--- config.mk ---
export PLATFORM = sky130hd
export DESIGN_NAME = seg14_scroll_drv
export DESIGN_NICKNAME = d
export VERILOG_FILES = /design/src/rtl/seg14_pkg.sv /design/src/rtl/seg14_scan_timer.sv /design/src/rtl/seg14_scroll_drv.sv
export SDC_FILE = /design/constraint.sdc
export NUM_CORES = 1
export LEC_CHECK = 0
export ABC_CLOCK_PERIOD_IN_PS = 4600
export CAP_MARGIN = 20
export CORE_MARGIN = 3
export CORE_UTILIZATION = 49
export DETAILED_ROUTE_END_ITERATION = 16
export GPL_TIMING_DRIVEN = 1
export PLACE_DENSITY = 0.68
export SLEW_MARGIN = 30
export SYNTH_ARGS = -nofsm -noshare
export SYNTH_HDL_FRONTEND = slang
export SYNTH_SLANG_ARGS = --single-unit
--- constraint.sdc ---
create_clock -name clk -period 4.6 [get_ports clk]
set_input_delay 0.46 -clock clk [delete_from_list [all_inputs] [get_ports clk]]
set_output_delay 0.46 -clock clk [all_outputs]
set_load 0.01 [all_outputs]
--- src/rtl/seg14_pkg.sv ---
// Shared types, character codes and the 14-segment font for the scrolling display driver.
// Segment order, MSB first: a b c d e f g1 g2 h i j k l m.
package seg14_pkg;

  typedef logic [5:0]  char_t;
  typedef logic [13:0] glyph_t;

  localparam char_t CH_SPACE = 6'd36;
  localparam int    N_GLYPHS = 37;

  // Codes 0-25 are A-Z, 26-35 are 0-9, 36 is space.
  localparam glyph_t FONT [0:N_GLYPHS-1] = '{
    14'b11101111000000, // A
    14'b11110001010010, // B
    14'b10011100000000, // C
    14'b11110000010010, // D
    14'b10011110000000, // E
    14'b10001110000000, // F
    14'b10111101000000, // G
    14'b01101111000000, // H
    14'b10010000010010, // I
    14'b01111000000000, // J
    14'b00001110001100, // K
    14'b00011100000000, // L
    14'b01101100101000, // M
    14'b01101100100100, // N
    14'b11111100000000, // O
    14'b11001111000000, // P
    14'b11111100000100, // Q
    14'b11001111000100, // R
    14'b10110111000000, // S
    14'b10000000010010, // T
    14'b01111100000000, // U
    14'b00001100001001, // V
    14'b01101100000101, // W
    14'b00000000101101, // X
    14'b00000000101010, // Y
    14'b10010000001001, // Z
    14'b11111100001001, // 0
    14'b01100000001000, // 1
    14'b11011011000000, // 2
    14'b11110011000000, // 3
    14'b01100111000000, // 4
    14'b10110111000000, // 5
    14'b10111111000000, // 6
    14'b11100000000000, // 7
    14'b11111111000000, // 8
    14'b11110111000000, // 9
    14'b00000000000000  // space
  };

  function automatic glyph_t font(input char_t c);
    return (c <= CH_SPACE) ? FONT[c] : '0;
  endfunction

endpackage

--- src/rtl/seg14_scan_timer.sv ---
// Refresh prescaler and digit counter; produces the digit step strobe and
// flags the last digit of a frame.
module seg14_scan_timer #(
  parameter  int N_DIGITS    = 12,
  parameter  int REFRESH_DIV = 1,
  localparam int DW = (N_DIGITS > 1) ? $clog2(N_DIGITS) : 1,
  localparam int PW = (REFRESH_DIV > 1) ? $clog2(REFRESH_DIV) : 1
) (
  input  logic          clk,
  input  logic          rst,
  output logic [DW-1:0] dig,
  output logic          step,
  output logic          last_dig
);

  logic [PW-1:0] pre;

  assign step     = (pre == PW'(REFRESH_DIV - 1));
  assign last_dig = (dig == DW'(N_DIGITS - 1));

  // NOTE: clocked state uses non-blocking assignments so every flop samples
  // pre-edge values regardless of statement order.
  always_ff @(posedge clk or posedge rst) begin
    if (rst) begin
      pre <= '0;
      dig <= '0;
    end else begin
      pre <= step ? '0 : pre + 1'b1;
      if (step) dig <= last_dig ? '0 : dig + 1'b1;
    end
  end

endmodule

--- src/rtl/seg14_scroll_drv.sv ---
// Multiplexed 14-segment driver showing an N_DIGITS window onto a writable
// MSG_LEN-character message, with optional frame-paced horizontal scrolling.
module seg14_scroll_drv
  import seg14_pkg::*;
#(
  parameter  int N_DIGITS    = 12,
  parameter  int MSG_LEN     = 16,
  parameter  int REFRESH_DIV = 1,
  parameter  int SCROLL_DIV  = 4,
  localparam int AW = (MSG_LEN > 1) ? $clog2(MSG_LEN) : 1,
  localparam int DW = (N_DIGITS > 1) ? $clog2(N_DIGITS) : 1,
  localparam int SW = (SCROLL_DIV > 1) ? $clog2(SCROLL_DIV) : 1
) (
  input  logic                clk,
  input  logic                rst,
  input  logic                wr_en,
  input  logic [AW-1:0]       wr_addr,
  input  logic [5:0]          wr_char,
  input  logic                scroll_en,
  input  logic                blank,
  output logic [N_DIGITS-1:0] sel,
  output logic [13:0]         segm,
  output logic                frame_tick
);

  logic [DW-1:0]       dig;
  logic                step;
  logic                last_dig;
  char_t               msg [MSG_LEN];
  logic [AW-1:0]       off;
  logic [SW-1:0]       fc;
  logic [AW:0]         sum;
  logic [AW:0]         idx;
  char_t               rd_char;
  logic [N_DIGITS-1:0] sel_next;

  seg14_scan_timer #(
    .N_DIGITS    (N_DIGITS),
    .REFRESH_DIV (REFRESH_DIV)
  ) u_timer (
    .clk      (clk),
    .rst      (rst),
    .dig      (dig),
    .step     (step),
    .last_dig (last_dig)
  );

  // off and dig are both below MSG_LEN, so one conditional subtract wraps the sum.
  // NOTE: every always_comb output gets a default first so no path can infer a latch.
  always_comb begin
    sel_next      = '0;
    sel_next[dig] = 1'b1;
    sum           = {1'b0, off} + (AW+1)'(dig);
    idx           = (sum >= (AW+1)'(MSG_LEN)) ? sum - (AW+1)'(MSG_LEN) : sum;
    rd_char       = msg[idx[AW-1:0]];
  end

  // NOTE: the message buffer is deliberately reset so the display comes up blank
  // rather than showing whatever the registers powered up with.
  always_ff @(posedge clk or posedge rst) begin
    if (rst) begin
      for (int i = 0; i < MSG_LEN; i++) msg[i] <= CH_SPACE;
    end else if (wr_en && ({1'b0, wr_addr} < (AW+1)'(MSG_LEN))) begin
      msg[wr_addr] <= wr_char;
    end
  end

  // The offset only moves on the last digit's step, so a frame never tears.
  always_ff @(posedge clk or posedge rst) begin
    if (rst) begin
      off <= '0;
      fc  <= '0;
    end else if (!scroll_en) begin
      fc <= '0;
    end else if (step && last_dig) begin
      if (fc == SW'(SCROLL_DIV - 1)) begin
        fc  <= '0;
        off <= (off == AW'(MSG_LEN - 1)) ? '0 : off + 1'b1;
      end else begin
        fc <= fc + 1'b1;
      end
    end
  end

  always_ff @(posedge clk or posedge rst) begin
    if (rst) begin
      sel        <= '0;
      segm       <= '0;
      frame_tick <= 1'b0;
    end else begin
      frame_tick <= step && last_dig;
      if (step) begin
        sel  <= sel_next;
        segm <= blank ? '0 : font(rd_char);
      end
    end
  end

endmodule

* Word-level counts from Yosys, hierarchy flattened
Memory sizes are Yosys's and may differ from the RTL's.
Cells that the tools add are included.
** Word-level totals
- Register bits after elaboration :: 134
- Memory bits (read-only) :: 896
- Bits of input ports :: 15
- Logic and storage cells :: 69
- Memories :: 1
** Memories
- (name not given) :: words 64, width 14, rd ports 1, clocked after memory_dff 0, wr ports 0, RTL line seg14_pkg.sv:53 : return (c <= CH_SPACE) ? FONT[c] : '0;
** Operators by class
- Add/subtract/negate cells :: 6
- Magnitude comparators :: 8
- Equal/unequal tests :: 4
- Mux-type cells :: 19
- Bitwise operators :: 4
- Reductions and logical operators :: 4
** Operators with widths (count)
- $bwmux W96 :: 1
- $mux W14 :: 4
- $bmux W6 S4 :: 1
- $demux W6 S4 :: 1
- $mux W6 :: 3
- $ge A5 B5 Y1 const B :: 3
- $mux W4 :: 3
- $not A4 Y5 :: 2
- $add A4 B1 Y4 const B :: 2
- $eq A4 B4 Y1 const B :: 2
- $ge A7 B7 Y1 const B :: 1
- $not A6 Y7 :: 1
- $le A6 B6 Y1 const B :: 1
- $mux W2 :: 3
- $add A4 B4 Y5 :: 1
- $lt A4 B5 Y1 const B :: 1
- $lt A5 B1 Y1 const B :: 1
- $demux W1 S4 :: 1
- $ge A4 B1 Y1 const B :: 1
- $sub A4 B1 Y4 const B :: 1
- $logic_and A1 B1 Y1 :: 3
- $reduce_and A3 Y1 :: 1
- $add A2 B1 Y2 const B :: 1
- $eq A2 B2 Y1 const B :: 1
- other kinds (4) :: 5

* Logic depth before layout (Yosys ltp)
- Depth after elaboration :: 13
- Mapped depth :: 13

* By module
From an unflattened synthesis, not the netlist that was laid out.
** Second synthesis, totals
- Cells, all modules :: 574
- Area, all modules :: 6988.0 µm²
** By module, submodules not included
- seg14_scroll_drv :: times used 1, cells an instance 557, area each 6792.8 µm², sequential area each 3268.1 µm²
- seg14_scan_timer :: times used 1, cells an instance 17, area each 195.2 µm², sequential area each 100.1 µm²

* Least setup slack after synthesis
Ideal clock, no wire load.
- Path kind :: register to register
- From :: reg u_timer.dig[0]
- To :: reg segm[10]
- Library setup time :: 134 ps
- Data arrival time :: 3358 ps
- Required time :: 4466 ps
- Path slack :: 1108 ps
- Stages on the path, launching flop included :: 14
- Clock period less this slack :: 3492 ps
- Cell sequence :: dfrtp_1 ha_1 fa_1 clkbuf_2 clkbuf_1 mux4_2 mux2i_1 mux2i_1 inv_1 ha_1 inv_1 mux2i_1 a221oi_1 a211oi_2
** Between the ends
- Word-level cells in the longest chain between the ends :: 13
- Elaborated cells on any way between the ends :: 15
- Those cells by class :: 2 x add/sub; 2 x order compare; 8 x mux; 2 x bitwise; 1 x memory
** RTL lines
- start: declaration :: RTL line seg14_scan_timer.sv:11 : output logic [DW-1:0] dig,
- start signal: assignment :: RTL line seg14_scan_timer.sv:29 : if (step) dig <= last_dig ? '0 : dig + 1'b1;
- $add A4 B4 Y5 (*) :: RTL line seg14_scroll_drv.sv:53 : sum = {1'b0, off} + (AW+1)'(dig);
- $sub A4 B1 Y4 / $ge A5 B5 Y1 (equally long branches) :: RTL line seg14_scroll_drv.sv:54 : idx = (sum >= (AW+1)'(MSG_LEN)) ? sum - (AW+1)'(MSG_LEN) : sum;
- $mux W4 (*) :: RTL line seg14_scroll_drv.sv:54
- $not A4 Y5 (not written as such) (*) :: RTL line seg14_scroll_drv.sv:55 : rd_char = msg[idx[AW-1:0]];
- $bmux W6 S4 (*) :: RTL line seg14_scroll_drv.sv:55
- $mux W6 (not written as such) (*) (2 in series) :: RTL line seg14_scroll_drv.sv:55
- $not A6 Y7 (not written as such) :: RTL line seg14_pkg.sv:53
- $mem_v2 Z64 W14
- $mux W14 (not written as such) (2 in series) :: RTL line seg14_pkg.sv:53
- $mux W14 (*) :: RTL line seg14_pkg.sv:53
- $mux W14 (*) :: RTL line seg14_scroll_drv.sv:94 : segm <= blank ? '0 : font(rd_char);
- end signal: assignment :: RTL line seg14_scroll_drv.sv:94
- end: declaration :: RTL line seg14_scroll_drv.sv:22 : output logic [13:0] segm,
Every way passes the cells marked *; elsewhere a longest branch is shown, timed or not. The select of a mux whose other input is x is not followed.
A chain may end at the register's enable or synchronous reset.

* Final worst setup path
Same ends and word-level chain as after synthesis.

==> impl_metrics.sql <==
INSERT INTO impl_metrics (metric_group, metric, value, unit) VALUES
('grt', 'grt_pass1_wl', '23.2', 'mm'),
('clock_tree', 'worst_skew_pair.late_latency', '0.42', 'ns'),
('place', 'gp_routability_congestion', '0.901', ''),
('power_and_ir_drop', 'vdd.ir_drop.worst', '0.262', 'mV'),
('sta', 'timing.setup.tns', '0', 'ns'),
('layout', 'final_core_util', '59.4', '%'),
('critical_path', 'critical-path-max-stage-delay', '0.89', 'ns'),
('route', 'dr.first_iter.drc_count', '345', ''),
('floorplanning', 'core.rowCount', '42', ''),
('sta', 'setup_repair_after_global_routing_missed_its_margin', 'false', ''),
('layout', 'fraction_of_layout_instances_using_a_drive_strength_above_1', '37.0', '%'),
('status', 'run_status', 'finished, final reports clean', ''),
('synthesis', 'syn_nets', '554', ''),
('route', 'drt_pre_antenna_iters', '5', ''),
('critical_path', 'startpoint_type', 'flop', ''),
('floorplanning', 'core-area', '0.0133', 'mm²'),
('floorplanning', 'boundaryPins', '42', ''),
('critical_path', 'worst_ep_arrival_time', '4.15', 'ns'),
('clock_tree', 'tritoncts.num_buffers', '17', ''),
('synthesis', 'synthFlopType', 'sky130_fd_sc_hd__dfrtp_1', ''),
('run', 'maxCapViolCount', '0', ''),
('clock_tree', 'postCtsHoldBufs', '0', ''),
('synthesis', 'compound_gate_fraction_of_synth_area', '5.85', '%'),
('clock_tree', 'clkSlewWorstSetupHoldPaths', '0.06', 'ns'),
('synthesis', 'simple_gate_area_share_of_the_yosys_netlist', '9.22', '%'),
('hold_path', 'min_delay_worst_type', 'reg2reg', ''),
('layout', 'insertedDiodeCount', '0', ''),
('critical_path', 'timing.setup.critical_path_class', 'reg2reg', ''),
('sta', 'max_slew.worst_pin.slew', '0.849', 'ns'),
('grt', 'grt_overflow', '0', ''),
('power_and_ir_drop', 'pwr_density', '476', 'mW/mm²'),
('sta', 'layout_worst_path_cycle_share', '83.9', '%'),
('critical_path', 'critical_path.slowest_cell', 'sky130_fd_sc_hd__fa_1', ''),
('clock_tree', 'tritoncts', 'built', ''),
('synthesis', 'synth_enable_flop_cells', '0', ''),
('synthesis', 'post_synthesis_cell_area', '0.00676', 'mm²'),
('route', 'routed_wire_length_per_instance', '18.7', 'µm'),
('power_and_ir_drop', 'cellLeakagePower', '3.48', 'nW'),
('sta', 'finalSetupViolations', '0', ''),
('critical_path', 'crit_path_end_kind', 'flop', ''),
('critical_path', 'crit_path_cell_trace', 'ha_2, fa_1, inv_1, mux4_2, and3_1, o21ba_1, buf_4, mux2i_1, a221oi_1, a211oi_2', ''),
('place', 'detailed_place.area', '0.00729', 'mm²'),
('route', 'totalWireLength', '14.0', 'mm'),
('route', 'ant_nets', '0', ''),
('sta', 'max_clock_freq', '259', 'MHz'),
('synthesis', 'synth_top_family_by_area', 'multiplexers', ''),
('sta', 'hold_slack', '0.501', 'ns'),
('power_and_ir_drop', 'total_power', '3.77', 'mW'),
('sta', 'fin_skew', '0.00551', 'ns'),
('floorplanning', 'die_width', '123', 'µm'),
('clock_tree', 'clock_sinks', '132', ''),
('floorplanning', 'floorplan.initialDensity', '50.6', '%'),
('clock_tree', 'max-clock-path-buffers', '2', ''),
('hold_path', 'hold_path_startpoint', 'msg[45]$_DFFE_PP0P_', ''),
('sta', 'hold_viol_final', '0', ''),
('place', 'place_hpwl', '9.78', 'mm'),
('grt', 'grt_antenna_before_repair', '0', ''),
('layout', 'layout.nets', '595', ''),
('clock_tree', 'postCtsSetupRepairBufs', '0', ''),
('route', 'num_vias', '4261', ''),
('critical_path', 'critPathLaunch', 'u_timer.dig[0]$_DFF_PP0_', ''),
('synthesis', 'syn_inst', '519', ''),
('synthesis', 'synthAdderAreaFrac', '3.81', '%'),
('layout', 'multi_input_area', '0.00318', 'mm²'),
('critical_path', 'ff2ff_path_depth', '10', ''),
('critical_path', 'reg2reg_slack', '0.74', 'ns'),
('critical_path', 'cp_max_fo', '20', ''),
('sta', 'slew_violations', '0', ''),
('grt', 'maximum_number_of_pins_on_one_net_before_global_route_repair', '62', ''),
('hold_path', 'min_to', 'msg[45]$_DFFE_PP0P_', ''),
('clock_tree', 'htreeDepth', '4', '');
routing by layer:
layer	share of wire, %	global-route usage (%)	vias to the layer above	wire length (µm)
li1	-	-	1961	-
met1	43	26.8	2163	6070
met5	0	0	-	0
met3	4.3	4.35	18	602
met4	1.6	8.03	0	224
met2	51	33.0	119	7090
Yosys cell counts, drive strengths merged, types with 12 or more instances:
| library cell | instances | area (µm²) |
|---|---|---|
| mux4 | 21 | 473 |
| clkbuf | 16 | 61.3 |
| dfstp | 32 | 841 |
| mux2 | 103 | 1170 |
| mux2i | 21 | 214 |
| and2 | 12 | 75.1 |
| buf | 13 | 124 |
| ha | 19 | 238 |
| nand3 | 12 | 65.1 |
| a21oi | 16 | 80.1 |
| nor2 | 18 | 70.1 |
| inv | 12 | 45.0 |
| nand2 | 30 | 123 |
| dfrtp | 100 | 2500 |
area by class of cell:
cell class | count | area share, %
clock buffer | 20 | 5.89
clock inverter | 12 | 2.24
inverter | 13 | 0.663
multi-input combinational | 345 | 40.2
sequential | 132 | 42.2
tap | 176 | 2.78
timing repair buffer | 51 | 6.12
cells in the final DEF (no fill, tap or decap), types with 4 or more instances in the layout:
cell type / synthesis / final
sky130_fd_sc_hd__mux2i_1: 20 / 20
sky130_fd_sc_hd__clkinvlp_4: 0 / 4
sky130_fd_sc_hd__mux2_2: 101 / 101
sky130_fd_sc_hd__nor3_1: 11 / 11
sky130_fd_sc_hd__inv_1: 12 / 11
sky130_fd_sc_hd__clkdlybuf4s50_1: 0 / 41
sky130_fd_sc_hd__nand3_1: 11 / 11
sky130_fd_sc_hd__and3_1: 5 / 5
sky130_fd_sc_hd__nor2b_1: 5 / 5
sky130_fd_sc_hd__buf_4: 2 / 10
sky130_fd_sc_hd__nand2b_1: 10 / 10
sky130_fd_sc_hd__o21ai_1: 4 / 4
sky130_fd_sc_hd__a31oi_1: 5 / 5
sky130_fd_sc_hd__bufinv_16: 0 / 4
sky130_fd_sc_hd__mux4_2: 21 / 21
sky130_fd_sc_hd__dfstp_2: 32 / 32
sky130_fd_sc_hd__clkbuf_16: 0 / 17
sky130_fd_sc_hd__dfrtp_1: 100 / 100
sky130_fd_sc_hd__o21ai_0: 6 / 6
sky130_fd_sc_hd__a21oi_1: 16 / 16
sky130_fd_sc_hd__ha_1: 19 / 18
sky130_fd_sc_hd__nand2_1: 28 / 28
sky130_fd_sc_hd__and2_1: 12 / 12
sky130_fd_sc_hd__nor2_1: 17 / 17
power by group:
part	total [mW]	internal, mW	leakage, nW	switching (mW)
clock network	1.45	0.948	0.304	0.503
registers	1.53	1.43	1.60	0.0993
logic	0.794	0.416	1.57	0.378
total	3.77	2.79	3.48	0.980
worst max path at each step:
| stage | cells after the start | to | slack [ns] |
|---|---|---|---|
| 5_1_grt | 11 | segm[10]$_DFF_PP0_ | 0.41 |
| 3_5_place_dp | 10 | segm[10]$_DFF_PP0_ | 0.76 |
| 4_1_cts | 10 | segm[10]$_DFF_PP0_ | 0.72 |
| 2_1_floorplan | 1 | fc[0]$_DFFE_PP0P_ | 0.67 |
| 6_report | 10 | segm[10]$_DFF_PP0_ | 0.74 |
| 3_3_place_gp | 10 | segm[10]$_DFF_PP0_ | 0.87 |
critical path: cells and delay by family, from the launching register on:
family,cells,cell delay (ns)
buffers and inverters,2,0.59
multiplexers,2,0.59
flip-flops,1,0.45
AO/OA/AOI/OAI,3,0.79
adder cells (fa/ha/maj),2,1.12
AND/OR/NAND/NOR,1,0.19
cell families after synthesis:
kind of cell             count (synthesis)
multiplexers                           145
flip-flops                             132
AND/OR/NAND/NOR                        117
AO/OA/AOI/OAI                           58
buffers and inverters                   42
adder cells (fa/ha/maj)                 20
XOR/XNOR                                 5
registers in the layout, summed over array words and instances, names as in the netlist:
signal       count
off              4
msg             96
fc               2
u_timer.dig      4
sel             11
segm            14
frame_tick       1
Power figures use the tool's default switching activity.
